--- config.mk ---
export PLATFORM = sky130hd
export DESIGN_NAME = branch_resolver_flat
export DESIGN_NICKNAME = d
export VERILOG_FILES = /design/src/rtl/core_pkg.sv /design/src/rtl/branch_resolver_if.sv /design/src/rtl/branch_resolver.sv /design/src/flat_wrapper.sv
export SDC_FILE = /design/constraint.sdc
export NUM_CORES = 1
export LEC_CHECK = 0
export ABC_CLOCK_PERIOD_IN_PS = 2230
export CORE_ASPECT_RATIO = 2
export CORE_MARGIN = 8
export CORE_UTILIZATION = 29
export CTS_CLUSTER_SIZE = 40
export DETAILED_ROUTE_END_ITERATION = 6
export SKIP_CTS_REPAIR_TIMING = 1
export SYNTH_ARGS = -nofsm -noshare
export SYNTH_HDL_FRONTEND = slang
export SYNTH_SLANG_ARGS = --single-unit
--- constraint.sdc ---
create_clock -name clk -period 2.23 [get_ports clk]
set_clock_uncertainty 0.2 [all_clocks]
set_input_delay 0.446 -clock clk [delete_from_list [all_inputs] [get_ports clk]]
set_output_delay 0.446 -clock clk [all_outputs]
set_load 0.02 [all_outputs]
--- src/rtl/core_pkg.sv ---
// Shared core definitions for the execute-stage branch logic.
// Holds the B-type funct3 encodings, the branch resolver state type and the
// taken/not-taken decode used by branch_resolver.
package core_pkg;

  localparam logic [2:0] F3_BEQ  = 3'b000;
  localparam logic [2:0] F3_BNE  = 3'b001;
  localparam logic [2:0] F3_BLT  = 3'b100;
  localparam logic [2:0] F3_BGE  = 3'b101;
  localparam logic [2:0] F3_BLTU = 3'b110;
  localparam logic [2:0] F3_BGEU = 3'b111;

  typedef enum logic [1:0] {
    IDLE,
    REDIRECT,
    FLUSH
  } br_state_t;

  // Jumps always resolve taken and win over a simultaneous branch flag.
  // The comparator already applied signedness via br_un, so signed and
  // unsigned compares share a flag.
  function automatic logic br_taken(input logic       is_branch,
                                    input logic       is_jump,
                                    input logic [2:0] funct3,
                                    input logic       eq,
                                    input logic       lt);
    logic taken;
    taken = 1'b0;
    if (is_jump) begin
      taken = 1'b1;
    end else if (is_branch) begin
      unique case (funct3)
        F3_BEQ:           taken = eq;
        F3_BNE:           taken = ~eq;
        F3_BLT, F3_BLTU:  taken = lt;
        F3_BGE, F3_BGEU:  taken = ~lt;
        default:          taken = 1'b0;
      endcase
    end
    return taken;
  endfunction

endpackage

--- src/rtl/branch_resolver_if.sv ---
// Bundle of the execute-stage handshake, comparator link and fetch redirect
// signals around branch_resolver.
//   master : used by branch_resolver (drives ex_ready, br_un, redirect_*,
//            flush, misalign)
//   slave  : used by the surrounding execute/fetch logic
interface branch_resolver_if #(
  parameter int unsigned XLEN = 32
);
  logic            ex_valid;
  logic            ex_ready;
  logic            ex_is_branch;
  logic            ex_is_jump;
  logic [2:0]      ex_funct3;
  logic [XLEN-1:0] ex_target;
  logic            br_un;
  logic            br_eq;
  logic            br_lt;
  logic            redirect_valid;
  logic            redirect_ready;
  logic [XLEN-1:0] redirect_pc;
  logic            flush;
  logic            misalign;

  modport master (
    input  ex_valid, ex_is_branch, ex_is_jump, ex_funct3, ex_target,
    input  br_eq, br_lt, redirect_ready,
    output ex_ready, br_un, redirect_valid, redirect_pc, flush, misalign
  );

  modport slave (
    output ex_valid, ex_is_branch, ex_is_jump, ex_funct3, ex_target,
    output br_eq, br_lt, redirect_ready,
    input  ex_ready, br_un, redirect_valid, redirect_pc, flush, misalign
  );
endinterface

--- src/rtl/branch_resolver.sv ---
// Execute-stage branch resolution unit.
// Decides taken/not-taken for branches and jumps, issues a held PC redirect
// to fetch (valid/ready) and then holds flush for FLUSH_CYCLES cycles in
// total after the redirect is accepted. Misaligned taken targets raise a
// one-cycle misalign pulse instead of redirecting.
// Ports:
//   clk, rst : clock, synchronous active-high reset
//   bus      : branch_resolver_if.master (ex_*, br_*, redirect_*, flush, misalign)
//   stat_branches, stat_taken : statistics counters, present only when
//                               BRANCH_RESOLVER_STATS_EN is defined
// FLUSH_CYCLES legal range is 1..15.
module branch_resolver
  import core_pkg::*;
#(
  parameter int unsigned XLEN         = 32,
  parameter int unsigned FLUSH_CYCLES = 2
) (
  input  logic                clk,
  input  logic                rst,
  branch_resolver_if.master   bus
`ifdef BRANCH_RESOLVER_STATS_EN
  ,
  output logic [31:0]         stat_branches,
  output logic [31:0]         stat_taken
`endif
);

  br_state_t       state_q, state_d;
  logic [XLEN-1:0] pc_q, pc_d;
  logic [3:0]      cnt_q, cnt_d;
  logic            misalign_q, misalign_d;
  logic            accept;
  logic            taken;
  logic            aligned;

  assign accept  = (state_q == IDLE) && bus.ex_valid;
  assign taken   = br_taken(bus.ex_is_branch, bus.ex_is_jump, bus.ex_funct3,
                            bus.br_eq, bus.br_lt);
  assign aligned = (bus.ex_target[1:0] == 2'b00);

  always_comb begin
    state_d    = state_q;
    pc_d       = pc_q;
    cnt_d      = cnt_q;
    misalign_d = 1'b0;
    unique case (state_q)
      IDLE: begin
        if (accept && taken) begin
          if (aligned) begin
            pc_d    = bus.ex_target;
            state_d = REDIRECT;
          end else begin
            misalign_d = 1'b1;
          end
        end
      end
      REDIRECT: begin
        if (bus.redirect_ready) begin
          // The REDIRECT cycle itself counts as the first flush cycle.
          if (FLUSH_CYCLES <= 1) begin
            cnt_d   = 4'd0;
            state_d = IDLE;
          end else begin
            cnt_d   = 4'(FLUSH_CYCLES - 1);
            state_d = FLUSH;
          end
        end
      end
      FLUSH: begin
        if (cnt_q <= 4'd1) begin
          cnt_d   = 4'd0;
          state_d = IDLE;
        end else begin
          cnt_d = cnt_q - 4'd1;
        end
      end
      default: state_d = IDLE;
    endcase
  end

  always_ff @(posedge clk) begin
    if (rst) begin
      state_q    <= IDLE;
      pc_q       <= '0;
      cnt_q      <= 4'd0;
      misalign_q <= 1'b0;
    end else begin
      state_q    <= state_d;
      pc_q       <= pc_d;
      cnt_q      <= cnt_d;
      misalign_q <= misalign_d;
    end
  end

  assign bus.ex_ready       = (state_q == IDLE);
  assign bus.br_un          = bus.ex_funct3[1];
  assign bus.redirect_valid = (state_q == REDIRECT);
  assign bus.redirect_pc    = pc_q;
  assign bus.flush          = (state_q != IDLE);
  assign bus.misalign       = misalign_q;

`ifdef BRANCH_RESOLVER_STATS_EN
  logic [31:0] stat_branches_q, stat_branches_d;
  logic [31:0] stat_taken_q, stat_taken_d;

  always_comb begin
    stat_branches_d = stat_branches_q;
    stat_taken_d    = stat_taken_q;
    if (accept && (bus.ex_is_branch || bus.ex_is_jump)) begin
      stat_branches_d = stat_branches_q + 32'd1;
    end
    if (accept && taken && aligned) begin
      stat_taken_d = stat_taken_q + 32'd1;
    end
  end

  always_ff @(posedge clk) begin
    if (rst) begin
      stat_branches_q <= 32'd0;
      stat_taken_q    <= 32'd0;
    end else begin
      stat_branches_q <= stat_branches_d;
      stat_taken_q    <= stat_taken_d;
    end
  end

  assign stat_branches = stat_branches_q;
  assign stat_taken    = stat_taken_q;
`endif

endmodule

--- src/flat_wrapper.sv ---
// flat-port wrapper written by rule: the top's interface ports become plain ports
module branch_resolver_flat import core_pkg::*;
#(
  parameter int unsigned XLEN         = 32,
  parameter int unsigned FLUSH_CYCLES = 2
)
  (clk, rst, bus_ex_valid, bus_ex_is_branch, bus_ex_is_jump, bus_ex_funct3, bus_ex_target, bus_br_eq, bus_br_lt, bus_redirect_ready, bus_ex_ready, bus_br_un, bus_redirect_valid, bus_redirect_pc, bus_flush, bus_misalign);
  branch_resolver_if #(.XLEN(XLEN)) bus_i ();
  input  logic clk;
  input  logic rst;
  input wire logic [$bits(bus_i.ex_valid)-1:0] bus_ex_valid;
  input wire logic [$bits(bus_i.ex_is_branch)-1:0] bus_ex_is_branch;
  input wire logic [$bits(bus_i.ex_is_jump)-1:0] bus_ex_is_jump;
  input wire logic [$bits(bus_i.ex_funct3)-1:0] bus_ex_funct3;
  input wire logic [$bits(bus_i.ex_target)-1:0] bus_ex_target;
  input wire logic [$bits(bus_i.br_eq)-1:0] bus_br_eq;
  input wire logic [$bits(bus_i.br_lt)-1:0] bus_br_lt;
  input wire logic [$bits(bus_i.redirect_ready)-1:0] bus_redirect_ready;
  output wire logic [$bits(bus_i.ex_ready)-1:0] bus_ex_ready;
  output wire logic [$bits(bus_i.br_un)-1:0] bus_br_un;
  output wire logic [$bits(bus_i.redirect_valid)-1:0] bus_redirect_valid;
  output wire logic [$bits(bus_i.redirect_pc)-1:0] bus_redirect_pc;
  output wire logic [$bits(bus_i.flush)-1:0] bus_flush;
  output wire logic [$bits(bus_i.misalign)-1:0] bus_misalign;
  assign bus_i.ex_valid = bus_ex_valid;
  assign bus_i.ex_is_branch = bus_ex_is_branch;
  assign bus_i.ex_is_jump = bus_ex_is_jump;
  assign bus_i.ex_funct3 = bus_ex_funct3;
  assign bus_i.ex_target = bus_ex_target;
  assign bus_i.br_eq = bus_br_eq;
  assign bus_i.br_lt = bus_br_lt;
  assign bus_i.redirect_ready = bus_redirect_ready;
  assign bus_ex_ready = bus_i.ex_ready;
  assign bus_br_un = bus_i.br_un;
  assign bus_redirect_valid = bus_i.redirect_valid;
  assign bus_redirect_pc = bus_i.redirect_pc;
  assign bus_flush = bus_i.flush;
  assign bus_misalign = bus_i.misalign;
  branch_resolver #(.XLEN(XLEN), .FLUSH_CYCLES(FLUSH_CYCLES)) u_core (.clk(clk), .rst(rst), .bus(bus_i));
endmodule
## Word-level counts from Yosys, hierarchy flattened

Cells that the tools add are included.

- ROM bits: 0
- Input bits: 43
- Latch bits: 0
- Memories kept: 0
- Memory bits (writable): 0
- Output and inout port bits: 37
- Word-level logic and storage cells: 46
- Flip-flop bits (word level): 39

- $mul: 0
- Reductions and logical operators: 13
- Shift operators: 0
- Divide/modulo/power cells: 0
- $lt $le $gt $ge: 1
- Add/subtract/negate cells: 1
- Eq/ne operators: 11
- Bitwise logic cells: 4
- Muxes and demuxes: 12

Operators by type and width:

| operator | count |
|---|---|
| equality test 3 bit (second input constant) | 4 |
| two-way mux 2 bit | 4 |
| two-way mux 4 bit | 2 |
| one-hot mux 4 bit (2 select lines) | 1 |
| inequality test 2 x 1 -> 1 bit (second input constant) | 3 |
| one-hot mux 2 bit (3 select lines) | 1 |
| less-or-equal comparator 4 x 1 -> 1 bit (second input constant) | 1 |
| logical NOT 2 bit | 2 |
| NOT 1 bit | 4 |
| one-hot mux 1 bit (4 select lines) | 1 |
| AND reduction 4 bit | 1 |
| nonzero test 2 bit | 2 |
| OR reduction 2 bit | 2 |
| subtractor 4 x 1 -> 4 bit (second input constant) | 1 |
| equality test 3 x 1 -> 1 bit (second input constant) | 1 |
| logical NOT 3 bit | 1 |
| two-way mux 1 bit | 3 |
| AND reduction 3 bit | 1 |
| OR reduction 3 bit | 1 |
| equality test 2 x 1 -> 1 bit (second input constant) | 1 |
| equality test 2 bit (second input constant) | 1 |
| logical AND 1 bit | 2 |
| inequality test 2 bit (second input constant) | 1 |
| AND reduction 2 bit | 1 |

## Depth between registers and ports, before layout

Gate-level depths: netlist of the first run.

- Depth in word-level cells: 8
- Gate-level depth with buffers: 6

## Worst setup path after synthesis of the first run

No wires, ideal clock.

- Kind: in2reg
- From: input bus_ex_target[0]
- To: register u_core.pc_q[20], in the netlist u_core.bus.redirect_pc[20]
- Stages on the path: 6
- Path slack: 483 ps
- Arrival: 1451 ps
- Cells stage by stage: or2_2 -> buf_2 -> buf_2 -> nor4b_2 -> o21ai_1 -> o311ai_1

- Longest elaborated chain between the ends: 2

Ends and longest elaborated chain:

| what | RTL line | text |
|---|---|---|
| from (decl) | flat_wrapper.sv:15 | `input wire logic [$bits(bus_i.ex_target)-1:0] bus_ex_target;` |
| logical NOT 2 bit | branch_resolver.sv:39 | `assign aligned = (bus.ex_target[1:0] == 2'b00);` |
| AND reduction 3 bit (no line) | -- |  |
| to (signal assigned) | branch_resolver.sv:89 | `pc_q <= pc_d;` |
| to (decl) | branch_resolver.sv:29 | `logic [XLEN-1:0] pc_q, pc_d;` |

No other way between the ends.
A chain may end at the register's enable or synchronous reset.

## Worst setup path in the final report of the first run

- From: register u_core.state_q[0]
- To: output bus_flush

- Longest elaborated chain between the ends: 1

Ends and longest elaborated chain:

| what | RTL line | text |
|---|---|---|
| from (decl) | branch_resolver.sv:28 | `br_state_t state_q, state_d;` |
| from (signal assigned) | branch_resolver.sv:88 | `state_q <= state_d;` |
| nonzero test 2 bit | branch_resolver.sv:99 | `assign bus.flush = (state_q != IDLE);` |
| to (decl) | flat_wrapper.sv:23 | `output wire logic [$bits(bus_i.flush)-1:0] bus_flush;` |

No other way between the ends.

==> results of run 1 <==
metal layers:
layer	up-vias	track usage, %	share of wire (%)
met4	0	4.78	1.6
met1	1063	13.0	39
met2	40	22.8	56
met5	-	0	0
met3	6	2.68	4.1
li1	1147	-	-
per-stage QoR:
| step | cells | setup TNS [ns] | hold slack [ns] |
|---|---|---|---|
| floorplan | 269 | 0 | 0.264 |
| global placement | 423 | -0.0330 | 0.267 |
| detailed placement | 423 | -0.0415 | 0.271 |
| CTS | 431 | -0.0827 | 0.282 |
| global route | 431 | 0 | 0.294 |
| finish | 431 | 0 | 0.282 |
flip-flops by register name, summed over array words and instances, names as in the netlist:
signal	flops
u_core.bus.redirect_pc	32
u_core.cnt_q	4
u_core.state_q	2
u_core.bus.misalign	1
cells by family (layout without fill, tap and decap cells):
group	Yosys count	after routing
buf+inv	38	100
simple gates	85	85
flops	39	39
xor+xnor	2	2
fa+ha+maj	2	2
compound gates	103	103
cells in the mapped netlist (2+ instances only):
cell / instances / area share (%)
a211oi_1: 2 / 0.60
a21oi_1: 4 / 0.80
buf_2: 6 / 1.2
buf_6: 4 / 1.8
clkbuf_1: 23 / 3.4
dfxtp_1: 39 / 31
ha_1: 2 / 0.99
inv_1: 3 / 0.45
nand2_1: 4 / 0.60
nand2b_1: 31 / 7.7
nor2_1: 6 / 0.90
nor2b_1: 2 / 0.50
nor3b_1: 2 / 0.60
nor4b_2: 29 / 17
o21ai_1: 30 / 6.0
o21bai_1: 30 / 9.0
o311ai_1: 30 / 10
or2_2: 2 / 0.50
xor2_1: 2 / 0.70
report_power, final:
group	internal (uW)	total [uW]	switching, uW
registers	725	742	17.2
logic	203	404	200
clock network	557	854	298
total	1490	2000	515
layout make-up:
class,count,share of cell area [%]
clock inverter,2,0.970
inverter,3,0.312
tap,100,3.46
multi-input combinational,192,43.0
sequential,39,21.6
timing repair buffer,89,26.8
clock buffer,6,3.84
worst max path at each step:
stage / startpoint / endpoint / slack [ns] / depth (start not counted)
after floorplan: bus_ex_target[0] / u_core.bus.redirect_pc[20] / 0.48 / 6
after global placement: bus_ex_funct3[1] / bus_br_un / -0.03 / 2
after detailed placement: bus_ex_valid / u_core.bus.redirect_pc[14] / -0.03 / 6
after CTS: u_core.state_q[0] / bus_redirect_valid / -0.05 / 2
after global routing: u_core.state_q[0] / bus_flush / 0.05 / 2
final: u_core.state_q[0] / bus_flush / 0.11 / 2
==> impl_metrics.json, run 1 <==
{
  "grt_pass1_wl_um": 12000,
  "die-area_mm2": 0.0121,
  "syn_nets": 314,
  "synthAdderAreaFrac_pct": 0.995,
  "grtUsageTotal_pct": 12.5,
  "drcViolationCount": 0,
  "path_class": "reg -> out",
  "synthMuxAreaShare_pct": 0,
  "min_period_over_period_pct": 95.2,
  "vias": 2256,
  "synth_cell_type_count": 37,
  "p_total_uw": 2000,
  "cts_tree": "yes",
  "synth_seq_area_share_pct": 31.0,
  "cts_buffer_depth": 2,
  "first_iter_violations": 153,
  "r2r_start": "u_core.state_q[1]",
  "grt_max_degree": 68,
  "arrival_ns": 1.48,
  "ant_nets": 0,
  "ff2ff_setup_slack_ns": 0.53,
  "core_mm2": 0.00853,
  "holdPathEnd": "u_core.bus.redirect_pc[1]",
  "max_slew_margin_pct": 71.0,
  "synth-seq-cells": 39,
  "power_leakage_uw": 0.00117,
  "synthFlopType": "dfxtp_1",
  "slowest_delay_ns": 0.54,
  "layout_commonest_cell": "clkdlybuf4s50_1",
  "p_per_area_mw_per_mm2": 554,
  "start_util_pct": 29.5,
  "insertion_delay_ns": 0.28,
  "synth-async-reset-ratio_pct": 0,
  "worstMarginPinSlew_ns": 0.432,
  "hold_depth": 1,
  "nets": 375,
  "synth_edf_count": 0,
  "synthXorXnorAreaFrac_pct": 0.697,
  "regArea_um2": 781,
  "crit_chain": "or2_2 -> clkdlybuf4s50_1",
  "dpl.hpwl_um": 5220,
  "overflow": 0,
  "layout_common_cells": "clkdlybuf4s50_1 (75), dfxtp_1 (39), nand2b_1 (31)",
  "h-tree-depth": 2,
  "numCtsBuffers": 5,
  "fp.dieH_um": 148,
  "antenna_found_initial": 0,
  "critical-path-slowest-cell": "clkdlybuf4s50_1",
  "post_dp_cell_area_mm2": 0.00343,
  "syn_to_final_growth_pct": 43.7,
  "antenna_cells": 0,
  "r2r-end": "u_core.bus.redirect_pc[14]",
  "path_max_fanout": 7,
  "period_needed_ns": 2.12,
  "synthesis.area_mm2": 0.00251,
  "worstHoldStart": "u_core.bus.redirect_pc[1]",
  "status": "finished clean",
  "cap_viol_max_count": 0,
  "die_x_um": 81.9,
  "place_ws_ns": -0.0261,
  "synth_top_family_by_area": "simple AND/OR/NAND/NOR gates",
  "drive_gt1_share_pct": 16.3,
  "report.final.slew_viol_count": 0,
  "io_pins": 80,
  "finalSetupViolCount": 0,
  "wl_per_cell_um": 17.1,
  "root_buffer": "clkbuf_16",
  "synth_simple_gate_area_share_pct": 30.8,
  "path_delay_family": "buffers and inverters",
  "grt_pass1_vias": 2387,
  "ys_warn_count": 0,
  "gp_congestion": 0.724,
  "avgViaCountPerCell": 5.23,
  "routed_wl_um": 7380,
  "synth_compound_gate_area_share_pct": 29.2,
  "cp_data_required_time_ns": 1.58,
  "fin_util_pct": 42.4,
  "reg2reg_depth": 5,
  "stdcell_area_mm2": 0.00361,
  "nFillCells": 852,
  "firstDrtPassIters": 4,
  "ir_worst_vdd_mv": 0.247,
  "cp-start-kind": "flip-flop",
  "end_kind": "primary output",
  "rows": 48,
  "clk_pin_slew_ns": 0.05,
  "setup_ws_ns": 0.107,
  "rsz0062_at_grt": "no",
  "multi_input_area_mm2": 0.00155,
  "cts_sinks": 39,
  "final-hold-violation-count": 0,
  "syn_area_per_cell_um2": 9.35,
  "port_buffers": 79,
  "clock.fmax_ghz": 0.471,
  "crit_buf_inv": 1,
  "hold_class": "reg -> reg",
  "synthCells": 269
}
Note: power is estimated with default switching activity, not from simulation.
==> run 2, diff against run 1 <==
- CORE_MARGIN: 8 -> 1
- GPL_TIMING_DRIVEN: default -> 1
- SKIP_CTS_REPAIR_TIMING: 1 -> default
==> impl_metrics.json, run 2 (same netlist as run 1, synthesis figures left out) <==
{
  "cp-start-kind": "flip-flop",
  "status": "finished clean",
  "path_max_fanout": 6,
  "numCtsBuffers": 5,
  "layout_commonest_cell": "clkdlybuf4s50_1",
  "port_buffers": 79,
  "r2r_start": "u_core.cnt_q[0]",
  "avgViaCountPerCell": 5.37,
  "worstMarginPinSlew_ns": 0.447,
  "core_mm2": 0.00835,
  "io_pins": 80,
  "cts_sinks": 39,
  "clock.fmax_ghz": 0.473,
  "finalSetupViolCount": 0,
  "power_leakage_uw": 0.00112,
  "rows": 47,
  "cap_viol_max_count": 0,
  "ir_worst_vdd_mv": 0.381,
  "setup_ws_ns": 0.114,
  "p_per_area_mw_per_mm2": 511,
  "grt_max_degree": 68,
  "report.final.slew_viol_count": 0,
  "holdPathEnd": "u_core.bus.redirect_pc[1]",
  "cp-startpoint": "u_core.state_q[1]",
  "max_slew_margin_pct": 69.9,
  "layout_common_cells": "clkdlybuf4s50_1 (75), dfxtp_1 (39), nand2b_1 (31)",
  "min_period_over_period_pct": 94.9,
  "first_iter_violations": 161,
  "drcViolationCount": 0,
  "reg2reg_depth": 6,
  "fp.dieH_um": 134,
  "syn_to_final_growth_pct": 41.6,
  "ff2ff_setup_slack_ns": 0.51,
  "firstDrtPassIters": 4,
  "crit_chain": "or2_2 -> clkdlybuf4s50_1",
  "final-hold-violation-count": 0,
  "grt_pass1_vias": 2182,
  "cts_hold_buf": 0,
  "cts_tree": "yes",
  "arrival_ns": 1.47,
  "largest_reg_flops": 32,
  "r2r-end": "u_core.cnt_q[0]",
  "vias": 2293,
  "antenna_found_initial": 1,
  "slowest_delay_ns": 0.54,
  "path_class": "reg -> out",
  "insertion_delay_ns": 0.28,
  "nets": 374,
  "ant_nets": 0,
  "h-tree-depth": 2,
  "wl_per_cell_um": 15.7,
  "post_cts_buffers": 0,
  "place_ws_ns": -0.0259,
  "end_kind": "primary output",
  "nFillCells": 821,
  "period_needed_ns": 2.12,
  "critical-path-slowest-cell": "clkdlybuf4s50_1",
  "hold_class": "reg -> reg",
  "die_x_um": 67.9,
  "worstHoldStart": "u_core.bus.redirect_pc[1]",
  "instances_no_fill": 427,
  "dpl.hpwl_um": 4630,
  "root_buffer": "clkbuf_16",
  "cts_buffer_depth": 2,
  "start_util_pct": 30.1,
  "grt_pass1_wl_um": 10800,
  "overflow": 0,
  "dpl.cell_count": 420,
  "routed_wl_um": 6700,
  "whs_ns": 0.295,
  "clk_pin_slew_ns": 0.05,
  "gp_congestion": 0.746,
  "drive_gt1_share_pct": 15.2,
  "die-area_mm2": 0.00907,
  "hold_depth": 1,
  "rsz0062_at_grt": "no",
  "grtUsageTotal_pct": 15.9,
  "cp_data_required_time_ns": 1.58
}
-- run 2: what timing repair did --
action                                  4_1_cts  5_1_grt
resized for setup                             3        0
endpoints found under the setup margin        3        0
hold endpoints to repair                      0        0
-- run 2: routing by layer --
metal	GRT usage, %	vias up	part of all wire, %
li1	-	1149	-
met1	16.5	1081	38
met2	28.3	53	56
met3	3.00	10	3.7
met4	8.80	0	2.9
met5	0	-	0
-- run 2: cell type report --
cell class	instances	area (um^2)	share of cell area (%)
antenna	1	2.50	0.0702
clock buffer	6	129	3.62
inverter	3	11.3	0.316
multi-input combinational	192	1550	43.6
sequential	39	781	21.9
tap	98	123	3.44
timing repair buffer	88	962	27.0
-- run 2: how the worst max path moves through the flow --
stage                                             to  cells past startpoint  slack [ns]
after floorplan           u_core.bus.redirect_pc[20]                      6        0.48
after global placement                     bus_br_un                      2      -0.009
after detailed placement  u_core.bus.redirect_pc[14]                      6       -0.03
after CTS                                  bus_flush                      2        0.11
after global routing                       bus_flush                      2        0.06
final                                      bus_flush                      2        0.11
-- run 2: per-stage QoR --
| stage | total power (uW) | setup TNS (ns) | cell area, um^2 | utilization, % |
|---|---|---|---|---|
| 6_report | 1820 | 0 | 3560 | 42.7 |
| 3_5_place_dp | 1170 | -0.0414 | 3430 | 41.1 |
| 3_3_place_gp | 1160 | -0.00952 | 3430 | 41.1 |
| 2_1_floorplan | 974 | 0 | 2510 | - |
| 4_1_cts | 1850 | 0 | 3560 | 42.6 |
| 5_1_grt | 1900 | 0 | 3560 | 42.7 |
-- run 2: worst max-delay path: cells and delay by family, from the launching register on --
family | cells | cell delay, ns
buffers and inverters | 1 | 0.54
DFF | 1 | 0.34
and+or+nand+nor | 1 | 0.31
-- run 2: where the power goes --
group | switching [uW] | leakage, uW | total (uW) | internal (uW)
clock network | 273 | 0.0000628 | 676 | 402
registers | 16.8 | 0.000316 | 742 | 725
logic | 199 | 0.000739 | 404 | 205
==> variant (config.mk and constraints of run 2) <==
`pc_q` no longer has a reset.
--- a/src/rtl/branch_resolver.sv
+++ b/src/rtl/branch_resolver.sv
@@ -82,13 +82,15 @@
     if (rst) begin
       state_q    <= IDLE;
-      pc_q       <= '0;
       cnt_q      <= 4'd0;
       misalign_q <= 1'b0;
     end else begin
       state_q    <= state_d;
-      pc_q       <= pc_d;
       cnt_q      <= cnt_d;
       misalign_q <= misalign_d;
     end
+  end
+
+  always_ff @(posedge clk) begin
+    pc_q <= pc_d;
   end
 
Check against the original RTL: not equivalent (a bounded check fails within 4 cycles, from zero or initial values and one cycle with rst high).
==> variant against run 2 <==
- worst setup slack got worse by 3.8 ps
- area after synthesis fell by 44%
- design area down 33%
- clock power down 36%
- synthesized cell count shrank 69%
- wire length decreased by 55%
- non-clock buffer count decreased by 6
- sequential cell count did not move
- power shrank 23%
- sequential share of layout area is 24 points higher
- largest power group unchanged
==> variant: results (changes against run 2) <==
- Root buf cell: clkbuf_8 (was clkbuf_16)
- R2r setup slk: 390 ps (was 510 ps)
- WL per Instance: 13.3 um (was 15.7 um)
- Leak: 0.854 nW (was 1.12 nW)
- Multi-input gate count: 40 (was 192)
- Status: finished clean (unchanged)
- Clock-pin slew on the worst setup and hold paths: 70 ps (was 50 ps)
- Inst Count DP: 220 (was 420)
- Initial antenna violation count: 0 (was 1)
- Multi-input gate area: 290 um^2 (was 1550 um^2)
- Non-CTS buffers: 82 (was 88)
- Largest net degree at the start of global routing: 21 (was 68)
- Fin cells: 228 (was 427)
- Critical Path Start: u_core.state_q[0] (was u_core.state_q[1])
- FF+latch count: 39 (unchanged)
- Fraction of area in registers: 0.463 (was 0.219)
- Gpl congestion: 0.689 (was 0.746)
- Synth area leaders: edfxtp_1, dfxtp_1, a21oi_1 (was dfxtp_1, nor4b_2, o311ai_1)
- EDFF count, synth: 32 (was 0)
- Netlist cell types: 26 (was 37)
- WHS Endpoint: u_core.cnt_q[1] (was u_core.bus.redirect_pc[1])
- Worst slew pin tran: 277 ps (was 447 ps)
- Post-synth net total: 129 (was 314)
- HPWL Detailed: 2540 um (was 4630 um)
- Top post-synthesis cells by count: edfxtp_1, a21oi_1, dfxtp_1 (was dfxtp_1, nand2b_1, o21ai_1, o21bai_1, o311ai_1)
- Met2 Wirelength: 1810 um (was 3720 um)
## variant: cell types whose count changed after synthesis, moves of 6 or more
cell	delta
dfxtp_1	-32
edfxtp_1	+32
o21ai_1	-30
o21bai_1	-30
o311ai_1	-30
nor4b_2	-29
nand2b_1	-28
clkbuf_1	-23
buf_2	-6
## variant: through the flow
stage                     hold slack, ps   util  worst slack, ps  instance area (um^2)  total power, mW
after floorplan                      276      -             31.5                  1410            0.875
after global placement               292  0.496            -22.3                  2300            0.989
after detailed placement             316  0.496             -113                  2300            0.993
after CTS                            326  0.513             14.1                  2380             1.42
after global routing                 346  0.514             22.9                  2380             1.45
final                                325  0.514              111                  2380             1.41
## variant: critical path: stages (launching register included)
cell,delay (ps)
dfxtp_2,360
nor2_1,220
inv_1,60
clkdlybuf4s50_1,540
## variant: what timing repair did
action	CTS	global route
resized for setup	2	3
hold buffers	0	0
setup endpoints to repair	2	2
buffers inserted	0	0
## variant: logic make-up (layout without fill, tap and decap cells)
logic type / Yosys count / after routing / synth area share
adders and majority gates: 2 / 2 / 0.0177
and+or+nand+nor: 25 / 25 / 0.114
xor gates and xnor gates: 3 / 3 / 0.0186
DFF: 39 / 39 / 0.779
buffers and inverters: 5 / 94 / 0.0159
AOI/OAI and AO/OA: 10 / 10 / 0.0549
## variant: power groups by stage
stage | clock, mW | combinational [mW] | sequential (mW)
floorplan | 0 | 0.0293 | 0.846
global placement | 0 | 0.161 | 0.828
detailed placement | 0 | 0.165 | 0.828
CTS | 0.448 | 0.165 | 0.812
global route | 0.463 | 0.174 | 0.813
finish | 0.431 | 0.163 | 0.812
